## config.mk

```make
export PLATFORM = sky130hd
export DESIGN_NAME = wave_table_loader
export DESIGN_NICKNAME = d
export VERILOG_FILES = /design/src/rtl/wave_table_loader_pkg.sv /design/src/rtl/wave_table_loader_timeout_cnt.sv /design/src/rtl/wave_table_loader.sv
export SDC_FILE = /design/constraint.sdc
export NUM_CORES = 1
export LEC_CHECK = 0
export CORE_MARGIN = 8
export CORE_UTILIZATION = 38
export CTS_BUF_LIST = sky130_fd_sc_hd__clkbuf_4 sky130_fd_sc_hd__clkbuf_8
export DETAILED_ROUTE_END_ITERATION = 7
export GPL_ROUTABILITY_DRIVEN = 0
export PLACE_DENSITY_LB_ADDON = 0.25
export SLEW_MARGIN = 25
export SYNTH_ARGS = -nofsm -noshare
export SYNTH_HDL_FRONTEND = slang
export SYNTH_SLANG_ARGS = --single-unit
```

## constraint.sdc

```tcl
create_clock -name clk -period 2 [get_ports clk]
set_input_delay 0.4 -clock clk [delete_from_list [all_inputs] [get_ports clk]]
set_output_delay 0.4 -clock clk [all_outputs]
set_load 0.05 [all_outputs]
```

## src/rtl/wave_table_loader_pkg.sv

```systemverilog
// Shared wave-table constants and loader state encodings.
// Used by the write-side loader and by the playback reader.
package wave_table_loader_pkg;

  localparam int WAVE_DATA_W    = 8;
  localparam int WAVE_SAMPLE_AW = 12;
  localparam int WAVE_SLOT_AW   = 2;
  localparam int WAVE_SLOTS     = 1 << WAVE_SLOT_AW;
  localparam int WAVE_LEN       = 1 << WAVE_SAMPLE_AW;

  // Loader FSM encodings, kept as plain constants so older tools can read them
  localparam logic [1:0] LD_IDLE = 2'd0;
  localparam logic [1:0] LD_LOAD = 2'd1;
  localparam logic [1:0] LD_DONE = 2'd2;
  localparam logic [1:0] LD_ERR  = 2'd3;

  // Flat RAM address of a sample inside a slot
  function automatic logic [WAVE_SLOT_AW+WAVE_SAMPLE_AW-1:0] waveAddr(
    input logic [WAVE_SLOT_AW-1:0]   slotSel,
    input logic [WAVE_SAMPLE_AW-1:0] sampleIdx
  );
    return {slotSel, sampleIdx};
  endfunction

endpackage

```

## src/rtl/wave_table_loader_timeout_cnt.sv

```systemverilog
// Idle-cycle counter for the loader: synchronous clear has priority over
// enable, and o_tc flags the count value TERM-1.
module loader_timeout_cnt #(
  parameter int TERM = 1000000
) (
  input  logic clk,
  input  logic rst_n,
  input  logic i_clear,
  input  logic i_enable,
  output logic o_tc
);

  localparam int CW = (TERM > 1) ? $clog2(TERM) : 1;

  logic [CW-1:0] r_count;

  // Count idle cycles; clear wins so a beat always restarts the window
  always_ff @(posedge clk or negedge rst_n) begin
    if (!rst_n) begin
      r_count <= '0;
    end else if (i_clear) begin
      r_count <= '0;
    end else if (i_enable) begin
      r_count <= r_count + 1'b1;
    end
  end

  assign o_tc = (r_count == CW'(TERM - 1));

endmodule

```

## src/rtl/wave_table_loader.sv

```systemverilog
// Write-side wave-table loader: takes a valid/ready byte stream and writes
// exactly one 4096-sample slot of the wave RAM, with an idle timeout abort.
// Optional running checksum of the loaded bytes is enabled by defining
// LOADER_CHECKSUM_EN; otherwise checksum is tied to zero.
module wave_table_loader
  import wave_table_loader_pkg::*;
#(
  parameter int DATA_W      = WAVE_DATA_W,
  parameter int SAMPLE_AW   = WAVE_SAMPLE_AW,
  parameter int SLOT_AW     = WAVE_SLOT_AW,
  parameter int TIMEOUT_CYC = 1000000
) (
  input  logic                         clk,
  input  logic                         rst_n,
  input  logic                         start,
  input  logic [SLOT_AW-1:0]           slot,
  input  logic                         s_valid,
  input  logic [DATA_W-1:0]            s_data,
  output logic                         s_ready,
  output logic                         wr_en,
  output logic [SLOT_AW+SAMPLE_AW-1:0] wr_addr,
  output logic [DATA_W-1:0]            wr_data,
  output logic                         busy,
  output logic                         done,
  output logic                         err,
  output logic [15:0]                  checksum
);

  logic [1:0]                   r_state;
  logic [1:0]                   w_stateNext;
  logic [SLOT_AW-1:0]           r_slotQ;
  logic [SAMPLE_AW-1:0]         r_cnt;
  logic                         r_wrEn;
  logic [SLOT_AW+SAMPLE_AW-1:0] r_wrAddr;
  logic [DATA_W-1:0]            r_wrData;

  logic w_sReady;
  logic w_beat;
  logic w_lastBeat;
  logic w_accept;
  logic w_toClear;
  logic w_toEnable;
  logic w_toTc;

  assign w_sReady   = (r_state == LD_LOAD);
  assign w_beat     = s_valid && w_sReady;
  assign w_lastBeat = w_beat && (r_cnt == {SAMPLE_AW{1'b1}});
  assign w_accept   = (r_state == LD_IDLE) && start;

  // Idle window restarts on every beat and is held at zero outside LOAD
  assign w_toClear  = (r_state != LD_LOAD) || w_beat;
  assign w_toEnable = (r_state == LD_LOAD) && !w_beat;

  loader_timeout_cnt #(
    .TERM (TIMEOUT_CYC)
  ) u_timeout (
    .clk      (clk),
    .rst_n    (rst_n),
    .i_clear  (w_toClear),
    .i_enable (w_toEnable),
    .o_tc     (w_toTc)
  );

  // Next-state decode; DONE and ERR each last one cycle and ignore start
  always_comb begin
    w_stateNext = r_state;
    case (r_state)
      LD_IDLE: if (start) w_stateNext = LD_LOAD;
      LD_LOAD: begin
        if (w_lastBeat) begin
          w_stateNext = LD_DONE;
        end else if (!w_beat && w_toTc) begin
          w_stateNext = LD_ERR;
        end
      end
      LD_DONE: w_stateNext = LD_IDLE;
      LD_ERR:  w_stateNext = LD_IDLE;
      default: w_stateNext = LD_IDLE;
    endcase
  end

  // State register
  always_ff @(posedge clk or negedge rst_n) begin
    if (!rst_n) begin
      r_state <= LD_IDLE;
    end else begin
      r_state <= w_stateNext;
    end
  end

  // Target slot latch and sample counter; the counter wraps to 0 on the last beat
  always_ff @(posedge clk or negedge rst_n) begin
    if (!rst_n) begin
      r_slotQ <= '0;
      r_cnt   <= '0;
    end else if (w_accept) begin
      r_slotQ <= slot;
      r_cnt   <= '0;
    end else if (w_beat) begin
      r_cnt <= r_cnt + 1'b1;
    end
  end

  // RAM write port, one cycle behind the handshake; address/data hold between beats
  always_ff @(posedge clk or negedge rst_n) begin
    if (!rst_n) begin
      r_wrEn   <= 1'b0;
      r_wrAddr <= '0;
      r_wrData <= '0;
    end else begin
      r_wrEn <= w_beat;
      if (w_beat) begin
        r_wrAddr <= waveAddr(r_slotQ, r_cnt);
        r_wrData <= s_data;
      end
    end
  end

`ifdef LOADER_CHECKSUM_EN
  logic [15:0] r_acc;
  logic [15:0] r_checksum;

  // Running sum of the accepted bytes; published only when the slot completes
  always_ff @(posedge clk or negedge rst_n) begin
    if (!rst_n) begin
      r_acc      <= '0;
      r_checksum <= '0;
    end else begin
      if (w_accept) begin
        r_acc <= '0;
      end else if (w_beat) begin
        r_acc <= r_acc + 16'(s_data);
      end
      if (w_lastBeat) begin
        r_checksum <= r_acc + 16'(s_data);
      end
    end
  end

  assign checksum = r_checksum;
`else
  assign checksum = 16'd0;
`endif

  assign s_ready = w_sReady;
  assign wr_en   = r_wrEn;
  assign wr_addr = r_wrAddr;
  assign wr_data = r_wrData;
  assign busy    = (r_state != LD_IDLE);
  assign done    = (r_state == LD_DONE);
  assign err     = (r_state == LD_ERR);

endmodule

```

Word level (Yosys, flattened, before mapping)
Index checks and enable logic that the tools add are counted.

Bits of input ports: 14. Word-level logic and storage cells: 38. Output and inout port bits: 43. Register bits after elaboration: 59.

Mux-type cells: 8. Equal/unequal tests: 8. Reductions and logical operators: 13. Add/subtract/negate cells: 2.

Operators with widths (number): $mux W20 (2); $mux W12 (2); $add A20 B1 Y20 const B (1); $eq A20 B20 Y1 const B (1); $add A12 B1 Y12 const B (1); $eq A12 B12 Y1 const B (1); $mux W2 (3); $pmux W2 S3 (1); $reduce_bool A2 Y1 (3); $logic_and A1 B1 Y1 (5); $eq A2 B2 Y1 const B (2); $ne A3 B1 Y1 const B (1); $eq A2 B1 Y1 const B (1); $logic_not A2 Y1 (1); $ne A2 B1 Y1 const B (1); $ne A2 B2 Y1 const B (1); $reduce_and A2 Y1 (1); $reduce_or A2 Y1 (1); $logic_not A1 Y1 (1); $logic_or A1 B1 Y1 (1).

Logic depth before layout (Yosys ltp)
Gate-level depths: netlist (run 1).

Depth after elaboration: 7. Depth in mapped cells: 5. Gate-level depth less buffers: 5.

By module
From an unflattened synthesis (run 1), not the netlist that was laid out.

Cells, all modules: 303. Area total of the unflattened synthesis: 2859.0 um^2.

Modules (own cells, without submodules): wave_table_loader (seq. area each 975.9 um^2, area an instance 1815.5 um^2, cells each 195, instances 1); loader_timeout_cnt (seq. area each 500.5 um^2, area an instance 1043.5 um^2, cells each 108, instances 1).

Least setup slack after synthesis (run 1)
OpenSTA, ideal clock, no wires.

Kind: flip-flop to flip-flop. Start point: register r_state[0]. End point: register r_cnt[0]. Library setup time: 0.132 ns. Stages on the path, launching flop included: 5. Setup slack: 0.387 ns. Arrival time: 1.481 ns. Clock period less this slack: 1.613 ns. Path through: dfrtp_1 or2_2 nor2_1 clkbuf_1 nor2_1.

Cells in the longest elaborated chain, start to end: 3. Elaborated cells between the ends (all ways): 6.

RTL lines: from (decl) (RTL line wave_table_loader.sv:29) `logic [1:0] r_state;`; from (signal assigned) (RTL line wave_table_loader.sv:87) `r_state <= w_stateNext;`; $eq A2 B1 Y1 or $logic_not A2 Y1 (tied branches) (RTL line wave_table_loader.sv:45, wave_table_loader.sv:48); $logic_and A1 B1 Y1 (on tied branches) (RTL line wave_table_loader.sv:46, wave_table_loader.sv:48); $reduce_bool A2 Y1 (no source line) or $mux W12 (tied branches); to (signal assigned) (RTL line wave_table_loader.sv:100) `r_cnt <= r_cnt + 1'b1;`; to (decl) (RTL line wave_table_loader.sv:32) `logic [SAMPLE_AW-1:0] r_cnt;`.

Parallel ways exist; a longest one is shown, timed or not. A chain may end at the register's enable or synchronous reset.

Worst setup path after layout (run 1)
Start point: register r_wrAddr[6] (netlist: wr_addr[6]). End point: output wr_addr[6].

RTL lines: from (decl) (RTL line wave_table_loader.sv:34) `logic [SLOT_AW+SAMPLE_AW-1:0] r_wrAddr;`; from (signal assigned) (RTL line wave_table_loader.sv:113) `r_wrAddr <= waveAddr(r_slotQ, r_cnt);`; to (decl) (RTL line wave_table_loader.sv:21) `output logic [SLOT_AW+SAMPLE_AW-1:0] wr_addr,`.

No word-level cell between the ends.

==> results.md, run 1 <==
* Max clock buf depth at 2
* Worst slew pin tran at 515 ps
* Vias in the first global route at 2105
* Port Buffer Count at 40
* Post-Route WL at 6.03 mm
* F_max at 524 MHz
* Max cap viols at 0
* #FFs+latches synth at 59
* Diode count at 0
* Slew HR at 0.656
* Average size of a mapped cell at 9.44 µm²
* Arr. time, crit path at 1510 ps
* Clock Sinks at 59
* Nets at 359
* Tightest Hold Check Type: in -> async
* Netlist cell types at 38
* Outcome: finished, final reports clean
* Avg WL per Cell at 13.5 µm
* Row count at 31
* CTS tree: yes
* Largest net degree at the start of global routing at 60
* CP delay by family, top: buffers and inverters
* Startpoint type of the worst setup path: flop
* RSZ-0062 raised after global routing: no
* Cell taking the most area after synthesis: dfrtp_1
* Yosys warns at 0
* Routed vias/inst at 4.69
* Vias post-DR at 2095
* First-pass GRT wire length at 10.0 mm
* Final Skew at 6.18 ps
* Worst r2r src: u_timeout.r_count[9]
* Setup tns final at 0 ps
* Dpl cells at 431
* Post-CTS setup buffers at 0
* Clock H-tree levels at 3
* Starting Density at 0.385
* Area of the multi-input gates at 0.00114 mm²
* Crit Path Category: reg -> out
* Share of post-route cells with drive strength above 1 at 0.118
* Max stage delay on crit path at 820 ps
* Drt first pass iters at 4
* Initial antenna violation count at 0
* Post-route insts no fill at 447
* Die width at 101 µm
* CTS buffer count at 9
* Min Tclk post-route at 1910 ps
* Power per Cell Area at 965 mW/mm²
* Slowest CP cell: clkdlybuf4s50_1
* Area delta synth->final at 25.4%
* Clk slew on worst S/H paths at 60 ps
* Peak supply drop at 0.509 mV
* Die footprint at 0.0102 mm²
* Post-CTS Hold Fix Bufs at 0
* Final worst path period share at 0.953
* Reg area at 0.00148 mm²
* DRC at 0
* Worst path bufs/invs at 1
* Final hold vios at 0
* CORE AREA at 0.00714 mm²
* Iter 0 DRT Violations at 95
* CTS root buf: clkbuf_8
* Share of synthesized registers carrying an async set or reset at 1.00
* Netlist Area Pre-Place at 0.00275 mm²
* Top cell type's share of synthesized area at 0.538
* Gate Count Post-Synth at 291
* Endpoints failing setup at 0
* Crit path capture type: output pin
* Synth top area cells: dfrtp_1 54%, nand2_1 9.8%, buf_4 4.6%, xnor2_1 3.5%, nor2_1 3.4%
* GRT Total Usage at 0.126
* Predominant post-synthesis flop cell: dfrtp_1
* GR Overflow Total at 0
* Post-synth EDFFs at 0
* Pleak at 1.56 nW
* Final Slew Violations at 0
* Post-CTS Resized at 0
* DRT antenna net count at 0
* Critical Path RT at 1600 ps
* CP cell instances: clkdlybuf4s50_1
* # IOs at 57
* Fillers at 684
* Sequential share of the synthesized area at 0.538
* DP Wirelength at 4.26 mm
* Die outline height at 101 µm
* Clock latency on the worst-skew pair at 330 ps
* Crit. Startpoint: wr_addr[6]
* CP max FO at 2
[path summary, 6_finish.rpt]
kind / slack (ps) / depth (start not counted) / endpoint
setup / recovery: 90 / 1 / wr_addr[6]
hold / removal: 70 / 2 / wr_data[1]
setup reg to reg: 340 / 4 / u_timeout.r_count[18]
hold reg to reg: 460 / 2 / wr_addr[13]
max in group asynchronous: 1680 / 2 / wr_data[3]
min in group clk: 460 / 2 / wr_addr[13]
[report_power, final]
part	internal [mW]	switching, mW	leakage (nW)
combinational	0.287	0.586	0.679
sequential	1.34	0.109	0.783
clock	0.556	0.447	0.101
total	2.18	1.14	1.56
[cells by family (layout without fill, tap and decap cells)]
family | count (synthesis) | in the layout | synth area share
multiplexers | 2 | 2 | 0.00820
other | 1 | 16 | 0.00137
AND/OR/NAND/NOR | 150 | 150 | 0.264
adder cells (fa/ha/maj) | 2 | 2 | 0.00911
AO/OA/AOI/OAI | 27 | 27 | 0.0547
XOR/XNOR | 18 | 18 | 0.0574
buffers and inverters | 32 | 74 | 0.0679
flip-flops | 59 | 59 | 0.538
[cells in the mapped netlist (3+ instances only)]
master / instances
a21oi_1: 11
buf_4: 17
clkbuf_1: 5
dfrtp_1: 59
inv_1: 7
nand2_1: 72
nand3_1: 13
nand4_1: 5
nor2_1: 25
nor3_1: 4
nor4_1: 4
o21ai_0: 10
o31ai_1: 3
or3_1: 3
or4_1: 5
xnor2_1: 11
xor2_1: 7
[metal layers]
metal  track usage  part of all wire  wire length, µm  up-vias
met5             0                 0                0        -
met4        0.0653             0.018              109        0
met3        0.0297             0.059              353        8
met2         0.194              0.45             2690       64
met1         0.160              0.48             2880      973
li1              -                 -                -     1050
[placed cells by master, fill, tap and decap left out, types with 3 or more instances in the layout]
| cell type | count |
|---|---|
| o31ai_1 | 3 |
| xnor2_1 | 11 |
| or3_1 | 3 |
| dfrtp_1 | 59 |
| xor2_1 | 7 |
| clkbuf_4 | 3 |
| nor3_1 | 4 |
| clkdlybuf4s50_1 | 35 |
| nand3_1 | 13 |
| nand4_1 | 5 |
| nand2_1 | 72 |
| inv_1 | 7 |
| nor4_1 | 4 |
| buf_4 | 13 |
| conb_1 | 16 |
| o21ai_0 | 10 |
| a21oi_1 | 11 |
| clkbuf_8 | 11 |
| or4_1 | 5 |
| nor2_1 | 25 |
[flip-flops by register name, summed over array words and instances (netlist names)]
name and count:
r_slotQ 2, r_cnt 12, wr_data 8, wr_en 1, r_state 2, u_timeout.r_count 20
wr_addr 14
[layout make-up]
cell class | instances | share of cell area
Multi-Input combinational cell | 215 | 0.331
Sequential cell | 59 | 0.429
Tap cell | 99 | 0.0360
Clock inverter | 2 | 0.00291
Timing Repair Buffer | 51 | 0.143
Inverter | 7 | 0.00763
Clock buffer | 14 | 0.0505
[stage by stage]
step	hold WS [ps]	instance area, µm²	setup WS (ps)	util	power [mW]
2_1_floorplan	104	2800	387	-	2.05
3_3_place_gp	433	3260	85.7	0.457	2.35
3_5_place_dp	433	3260	57.2	0.457	2.35
4_1_cts	69.2	3440	63.0	0.482	3.37
5_1_grt	91.2	3440	49.9	0.482	3.50
6_report	69.8	3440	93.4	0.482	3.32
No activity file was read; power rests on OpenSTA's default activity.
==> run 2: changes to the inputs <==
- SETUP_SLACK_MARGIN: default -> 0.02
==> results of run 2 <==
Same layout as run 1: the final DEF is identical, and so are final timing and power.
